<file path="config.mk">
export PLATFORM = sky130hd
export DESIGN_NAME = dispatch_ctrl
export DESIGN_NICKNAME = d
export VERILOG_FILES = /design/src/rtl/dispatch_ctrl_pkg.sv /design/src/rtl/credit_counter.sv /design/src/rtl/dispatch_ctrl.sv
export SDC_FILE = /design/constraint.sdc
export NUM_CORES = 1
export LEC_CHECK = 0
export ABC_AREA = 1
export ABC_CLOCK_PERIOD_IN_PS = 2450
export BUFFER_PORTS_ARGS = -buffer_cell sky130_fd_sc_hd__buf_2
export CAP_MARGIN = 20
export CORE_MARGIN = 3
export CORE_UTILIZATION = 40
export CTS_CLUSTER_SIZE = 12
export DETAILED_ROUTE_END_ITERATION = 8
export GPL_TIMING_DRIVEN = 0
export PLACE_DENSITY = 0.63
export SLEW_MARGIN = 20
export SYNTH_ARGS = -nofsm -noshare
export SYNTH_HDL_FRONTEND = slang
export SYNTH_SLANG_ARGS = --single-unit
</file>
<file path="constraint.sdc">
create_clock -name clk -period 2.45 [get_ports clk]
set_input_delay 0.1225 -clock clk [delete_from_list [all_inputs] [get_ports clk]]
set_output_delay 0.1225 -clock clk [all_outputs]
set_load 0.01 [all_outputs]
</file>
<file path="src/rtl/dispatch_ctrl_pkg.sv">
`default_nettype none
// ============================================================================
// Module      : dispatch_ctrl_pkg
// Description : Shared defines for the dispatch controller: opcode constants
//               used for load/store classification, default structure sizes
//               and boolean constants.
// Revision    : 1.0 - initial release
// ============================================================================
package dispatch_ctrl_pkg;

  // Default entry counts for the downstream structures.
  localparam int DEF_ROB_SIZE = 16;
  localparam int DEF_RS_SIZE  = 16;
  localparam int DEF_LSB_SIZE = 16;

  // Major opcodes routed to the load/store buffer.
  localparam logic [6:0] OPCODE_L = 7'b0000011;
  localparam logic [6:0] OPCODE_S = 7'b0100011;

  localparam logic TRUE  = 1'b1;
  localparam logic FALSE = 1'b0;

endpackage : dispatch_ctrl_pkg
`default_nettype wire

</file>
<file path="src/rtl/credit_counter.sv">
`default_nettype none
// ============================================================================
// Module      : credit_counter
// Description : Free-credit counter for one downstream structure. Resets and
//               flushes to SIZE; each cycle applies -alloc +release. A
//               release arriving while already at SIZE is dropped, but an
//               allocation in the same cycle still takes effect.
// Ports       : clk, rst      - clock, synchronous active-high reset
//               en            - global enable, low freezes the count
//               alloc         - one credit consumed this cycle
//               release_en    - one credit returned this cycle
//               flush         - return to SIZE (overrides alloc/release)
//               count         - current registered free-credit count
// Revision    : 1.0 - initial release
// ============================================================================
module credit_counter #(
  parameter  int SIZE = 16,
  localparam int W    = $clog2(SIZE) + 1
) (
  input  logic         clk,
  input  logic         rst,
  input  logic         en,
  input  logic         alloc,
  input  logic         release_en,
  input  logic         flush,
  output logic [W-1:0] count
);

  localparam logic [W-1:0] c_FULL = W'(SIZE);
  localparam logic [W-1:0] c_ONE  = W'(1);

  logic [W-1:0] r_count;
  logic [W-1:0] w_next;
  logic         w_rel_ok;

  // A release at SIZE is a protocol error; drop it so the count saturates.
  assign w_rel_ok = release_en && (r_count != c_FULL);

  always_comb begin
    w_next = r_count;
    if (flush) begin
      w_next = c_FULL;
    end else begin
      if (alloc)    w_next = w_next - c_ONE;
      if (w_rel_ok) w_next = w_next + c_ONE;
    end
  end

  always_ff @(posedge clk) begin
    if (rst) begin
      r_count <= c_FULL;
    end else if (en) begin
      r_count <= w_next;
    end
  end

  assign count = r_count;

endmodule : credit_counter
`default_nettype wire

</file>
<file path="src/rtl/dispatch_ctrl.sv">
`default_nettype none
// ============================================================================
// Module      : dispatch_ctrl
// Description : Dispatch stage controller. Classifies the instruction at the
//               queue head as load/store or not, pops it when the ROB and the
//               target structure (LSB or RS) both have free credits, and
//               issues a registered dispatch with the allocated ROB tag.
// Ports       : clk, rst                  - clock, sync active-high reset
//               rdy                       - global enable
//               iq_valid, iq_inst, iq_pop - instruction queue head handshake
//               rob/rs/lsb_release        - one entry freed downstream
//               roll_back                 - misprediction flush
//               dsp_valid, dsp_to_lsb,
//               dsp_rob_tag               - registered dispatch outputs
//               rob/rs/lsb_full           - free-credit count is zero
// Revision    : 1.0 - initial release
// ============================================================================
module dispatch_ctrl
  import dispatch_ctrl_pkg::*;
#(
  parameter  int ROB_SIZE = DEF_ROB_SIZE,
  parameter  int RS_SIZE  = DEF_RS_SIZE,
  parameter  int LSB_SIZE = DEF_LSB_SIZE,
  localparam int TAG_W    = $clog2(ROB_SIZE)
) (
  input  logic             clk,
  input  logic             rst,
  input  logic             rdy,
  input  logic             iq_valid,
  input  logic [31:0]      iq_inst,
  output logic             iq_pop,
  input  logic             rob_release,
  input  logic             rs_release,
  input  logic             lsb_release,
  input  logic             roll_back,
  output logic             dsp_valid,
  output logic             dsp_to_lsb,
  output logic [TAG_W-1:0] dsp_rob_tag,
  output logic             rob_full,
  output logic             rs_full,
  output logic             lsb_full
);

  localparam int ROB_W = $clog2(ROB_SIZE) + 1;
  localparam int RS_W  = $clog2(RS_SIZE) + 1;
  localparam int LSB_W = $clog2(LSB_SIZE) + 1;

  localparam logic [TAG_W-1:0] c_TAG_ONE = TAG_W'(1);

  logic [ROB_W-1:0] w_rob_cred;
  logic [RS_W-1:0]  w_rs_cred;
  logic [LSB_W-1:0] w_lsb_cred;

  logic             w_is_ls;
  logic             w_target_ok;
  logic             w_unused_inst;

  logic [TAG_W-1:0] r_tag_ptr;
  logic             r_dsp_valid;
  logic             r_dsp_to_lsb;
  logic [TAG_W-1:0] r_dsp_rob_tag;

  // Only the major opcode matters for routing.
  assign w_unused_inst = &{1'b0, iq_inst[31:7]};

  assign w_is_ls     = (iq_inst[6:0] == OPCODE_L) || (iq_inst[6:0] == OPCODE_S);
  assign w_target_ok = w_is_ls ? (w_lsb_cred != '0) : (w_rs_cred != '0);
  assign iq_pop      = iq_valid && rdy && !roll_back && (w_rob_cred != '0) && w_target_ok;

  assign rob_full = (w_rob_cred == '0);
  assign rs_full  = (w_rs_cred  == '0);
  assign lsb_full = (w_lsb_cred == '0);

  // iq_pop already excludes roll_back, so flush naturally wins over alloc.
  credit_counter #(.SIZE(ROB_SIZE)) u_rob_cred (
    .clk        (clk),
    .rst        (rst),
    .en         (rdy),
    .alloc      (iq_pop),
    .release_en (rob_release),
    .flush      (roll_back),
    .count      (w_rob_cred)
  );

  credit_counter #(.SIZE(RS_SIZE)) u_rs_cred (
    .clk        (clk),
    .rst        (rst),
    .en         (rdy),
    .alloc      (iq_pop && !w_is_ls),
    .release_en (rs_release),
    .flush      (roll_back),
    .count      (w_rs_cred)
  );

  credit_counter #(.SIZE(LSB_SIZE)) u_lsb_cred (
    .clk        (clk),
    .rst        (rst),
    .en         (rdy),
    .alloc      (iq_pop && w_is_ls),
    .release_en (lsb_release),
    .flush      (roll_back),
    .count      (w_lsb_cred)
  );

  // ROB_SIZE is a power of two, so the tag pointer wraps by overflow.
  always_ff @(posedge clk) begin
    if (rst) begin
      r_tag_ptr     <= '0;
      r_dsp_valid   <= FALSE;
      r_dsp_to_lsb  <= FALSE;
      r_dsp_rob_tag <= '0;
    end else if (rdy) begin
      if (roll_back) begin
        r_tag_ptr   <= '0;
        r_dsp_valid <= FALSE;
      end else begin
        r_dsp_valid <= iq_pop;
        if (iq_pop) begin
          r_dsp_to_lsb  <= w_is_ls;
          r_dsp_rob_tag <= r_tag_ptr;
          r_tag_ptr     <= r_tag_ptr + c_TAG_ONE;
        end
      end
    end
  end

  assign dsp_valid   = r_dsp_valid;
  assign dsp_to_lsb  = r_dsp_to_lsb;
  assign dsp_rob_tag = r_dsp_rob_tag;

endmodule : dispatch_ctrl
`default_nettype wire

</file>
==> qor.csv <==
metric,value,unit
status,"finished, final reports clean",
synth-simple-area-share,37.1,%
r2r_start,u_rob_cred.count[0],
dp_hpwl,3.21,mm
final_area,0.00210,sq mm
stdcell_count,360,
p_leak,1.12,nW
timing.final.crit_period,2.33,ns
dp_cells,354,
synth.net_count,331,
hold_depth,2,
clock_latency,0.28,ns
grt_max_degree,17,
dr_total_vias,1772,
critical_path_arrival,2.50,ns
r2r_slack,0.12,ns
synthCells,281,
grt_pass1_vias,1599,
nFillCells,433,
clock_skew,0.00291,ns
r2r_cells,18,
synth_compound_area_share,13.5,%
numCtsBuffers,3,
die_area,0.00538,sq mm
cts-root-buf,clkbuf_8,
fmax,430,MHz
synthXorXnorAreaFrac,4.83,%
r2r_end,u_rob_cred.count[4],
synth_area_per_cell,6.46,sq um
cp-end-kind,flip-flop,
placed_area,0.00199,sq mm
powerDensity,395,mW/mm^2
initial_core_util,43.5,%
die_y,73.3,um
grt_pass1_wl,7.00,mm
final_nets,361,
multi_input_area,0.00117,sq mm
synth_top_family_by_area,simple AND/OR/NAND/NOR gates,
die_x,73.3,um
synthDistinctLibCells,31,
fin_ws,0.124,ns
gp_congestion,0.838,
synthAdderAreaFrac,6.90,%
antenna_left,0,
track_usage,16.4,%
drive_gt1_share,19.4,%
dpl_worst_slack,-0.122,ns
worst_pin_slew,0.524,ns
routedWlPerCell,11.7,um
clock_path_buffers,2,
ys_warn_count,0,
yosysSeqAreaShare,27.6,%
yosys_register_bits,25,
syn_area,0.00181,sq mm
synthMuxAreaShare,0,%
cts_max_level,1,
rows,23,
cp.required,2.62,ns
grt-ovfl-total,0,
relSlewSlack,65.1,%
drtIter0Drc,57,
numPortBuffers,23,
critPathMaxFanout,10,
path_class,flip-flop to flip-flop,
drc_errors,0,
setup_viol_count_final,0,
clk_pin_slew,0.11,ns
holdPathEnd,r_tag_ptr[2],
io_pins,50,
dr.pass1.iters,4,
wl,4.22,mm
finalCritPeriodShare,94.9,%
area_growth,15.9,%
slew_violations,0,
hold_viol_final,0,
viasPerCell,4.92,
peakVddDrop,0.280,mV
seqCellArea,508,sq um
core,0.00417,sq mm
hp-start,rst,
n_antenna_cell,0,
start_kind,flip-flop,
antenna_found_initial,0,
rsz0062_at_grt,yes,
maxCapViolCount,0,
cts_tree,done,
hold_path.class,primary input to flip-flop,
clock_sinks,25,
layer usage:
metal | track usage, % | wire length (um) | vias to the layer above
met4 | 3.02 | 34 | 0
met1 | 22.4 | 2180 | 783
met5 | 0 | 0 | -
li1 | - | - | 952
met3 | 2.87 | 164 | 4
met2 | 27.4 | 1840 | 33
cell families after synthesis:
family          after synthesis
compound gates               43
flops                        25
xor+xnor                     10
simple gates                147
fa+ha+maj                    10
buf+inv                      46
metrics by stage:
step | total power (W) | util [%] | setup TNS, ns | hold slack, ns
2_1_floorplan | 0.000517 | - | 0 | 0.202
3_3_place_gp | 0.000552 | 47.7 | -0.110 | 0.340
3_5_place_dp | 0.000554 | 47.7 | -0.144 | 0.342
4_1_cts | 0.000837 | 49.2 | 0 | 0.0283
5_1_grt | 0.000872 | 50.4 | -0.0566 | 0.0283
6_report | 0.000831 | 50.4 | 0 | 0.0358
cell type report:
type | count | area share, %
clock buffers | 3 | 1.96
flip-flops and latches | 25 | 24.2
plain buffers | 6 | 1.55
inverters | 40 | 7.14
clock inverters | 1 | 0.416
well taps | 50 | 2.97
repair buffers | 25 | 6.19
multi-input cells | 210 | 55.6
cells in the final DEF, fill, tap and decap left out, drive strengths merged:
cell | Yosys | routed
o21ai | 15 | 15
inv | 39 | 40
nor2 | 23 | 23
nand2 | 88 | 88
xor2 | 8 | 8
xnor2 | 2 | 2
clkinv | 1 | 1
nand3b | 3 | 3
clkbuf | 3 | 6
o211ai | 1 | 1
nand3 | 24 | 24
nand4 | 6 | 6
ha | 10 | 10
a21oi | 25 | 25
or2 | 2 | 2
o21bai | 2 | 2
buf | 3 | 28
nor3 | 1 | 1
dfxtp | 25 | 25
flip-flops by register name, summed over array words and instances (netlist names):
signal	flops
u_lsb_cred.count	5
u_rob_cred.count	5
u_rs_cred.count	5
dsp_rob_tag	4
r_tag_ptr	4
dsp_to_lsb	1
dsp_valid	1
how the worst max path moves through the flow:
stage	from	end	slack [ns]	cells past startpoint
3_3_place_gp	u_rob_cred.count[0]	u_rob_cred.count[4]	-0.09	18
5_1_grt	u_rs_cred.count[0]	u_lsb_cred.count[4]	-0.04	15
4_1_cts	u_rob_cred.count[0]	u_rob_cred.count[4]	0.03	18
6_report	u_rob_cred.count[0]	u_rob_cred.count[4]	0.12	18
2_1_floorplan	u_rob_cred.count[0]	u_rob_cred.count[4]	0.24	18
3_5_place_dp	u_rob_cred.count[0]	u_rob_cred.count[4]	-0.12	18
cells in the mapped netlist:
cell / instances / area (sq um)
nand2_1: 84 / 315
inv_1: 39 / 146
dfxtp_1: 25 / 500
a21oi_1: 23 / 115
nand3_1: 22 / 110
nor2_1: 16 / 60.1
ha_1: 10 / 125
o21ai_0: 8 / 40.0
xor2_1: 8 / 70.1
nand4_1: 5 / 31.3
nor2_2: 5 / 31.3
o21ai_1: 5 / 25.0
clkbuf_1: 3 / 11.3
nand2_2: 3 / 18.8
nand3b_1: 3 / 22.5
buf_2: 2 / 10.0
nand3_2: 2 / 20.0
nor2_4: 2 / 22.5
o21ai_2: 2 / 17.5
o21bai_1: 2 / 15.0
xnor2_1: 2 / 17.5
a21oi_2: 1 / 8.76
a21oi_4: 1 / 16.3
buf_6: 1 / 11.3
clkinv_1: 1 / 3.75
nand2_4: 1 / 11.3
nand4_2: 1 / 12.5
nor3_1: 1 / 5.00
o211ai_1: 1 / 7.51
or2_1: 1 / 6.26
or2_2: 1 / 6.26
power breakdown:
group / leakage (nW) / switching (W) / internal, W
Sequential: 0.204 / 0.00000522 / 0.000412
Combinational: 0.893 / 0.0000848 / 0.0000476
Clock: 0.0261 / 0.000161 / 0.000120
Total: 1.12 / 0.000251 / 0.000580
worst max-delay path: stages (launching register included):
cell and delay (ns):
dfxtp_4 0.38, inv_1 0.07, ha_1 0.22, nand3_2 0.10, nand2_4 0.08, a21oi_4 0.15, nand2_4 0.09, buf_6 0.15
nor2_4 0.10, nor2_4 0.06, inv_1 0.06, ha_1 0.13, nand3_1 0.11, nor2_1 0.11, nand2_1 0.09, nand2_1 0.06
nand2_1 0.05, o21ai_1 0.12, nand2_1 0.08
what timing repair did:
action	CTS	global route
setup buffers	1	1
cloned	0	0
endpoints found under the setup margin	2	3
resized for setup	2	12
endpoints found under the hold margin	0	0
hold buffers	0	0
pin swaps	0	1
No activity file was read; power rests on OpenSTA's default activity.
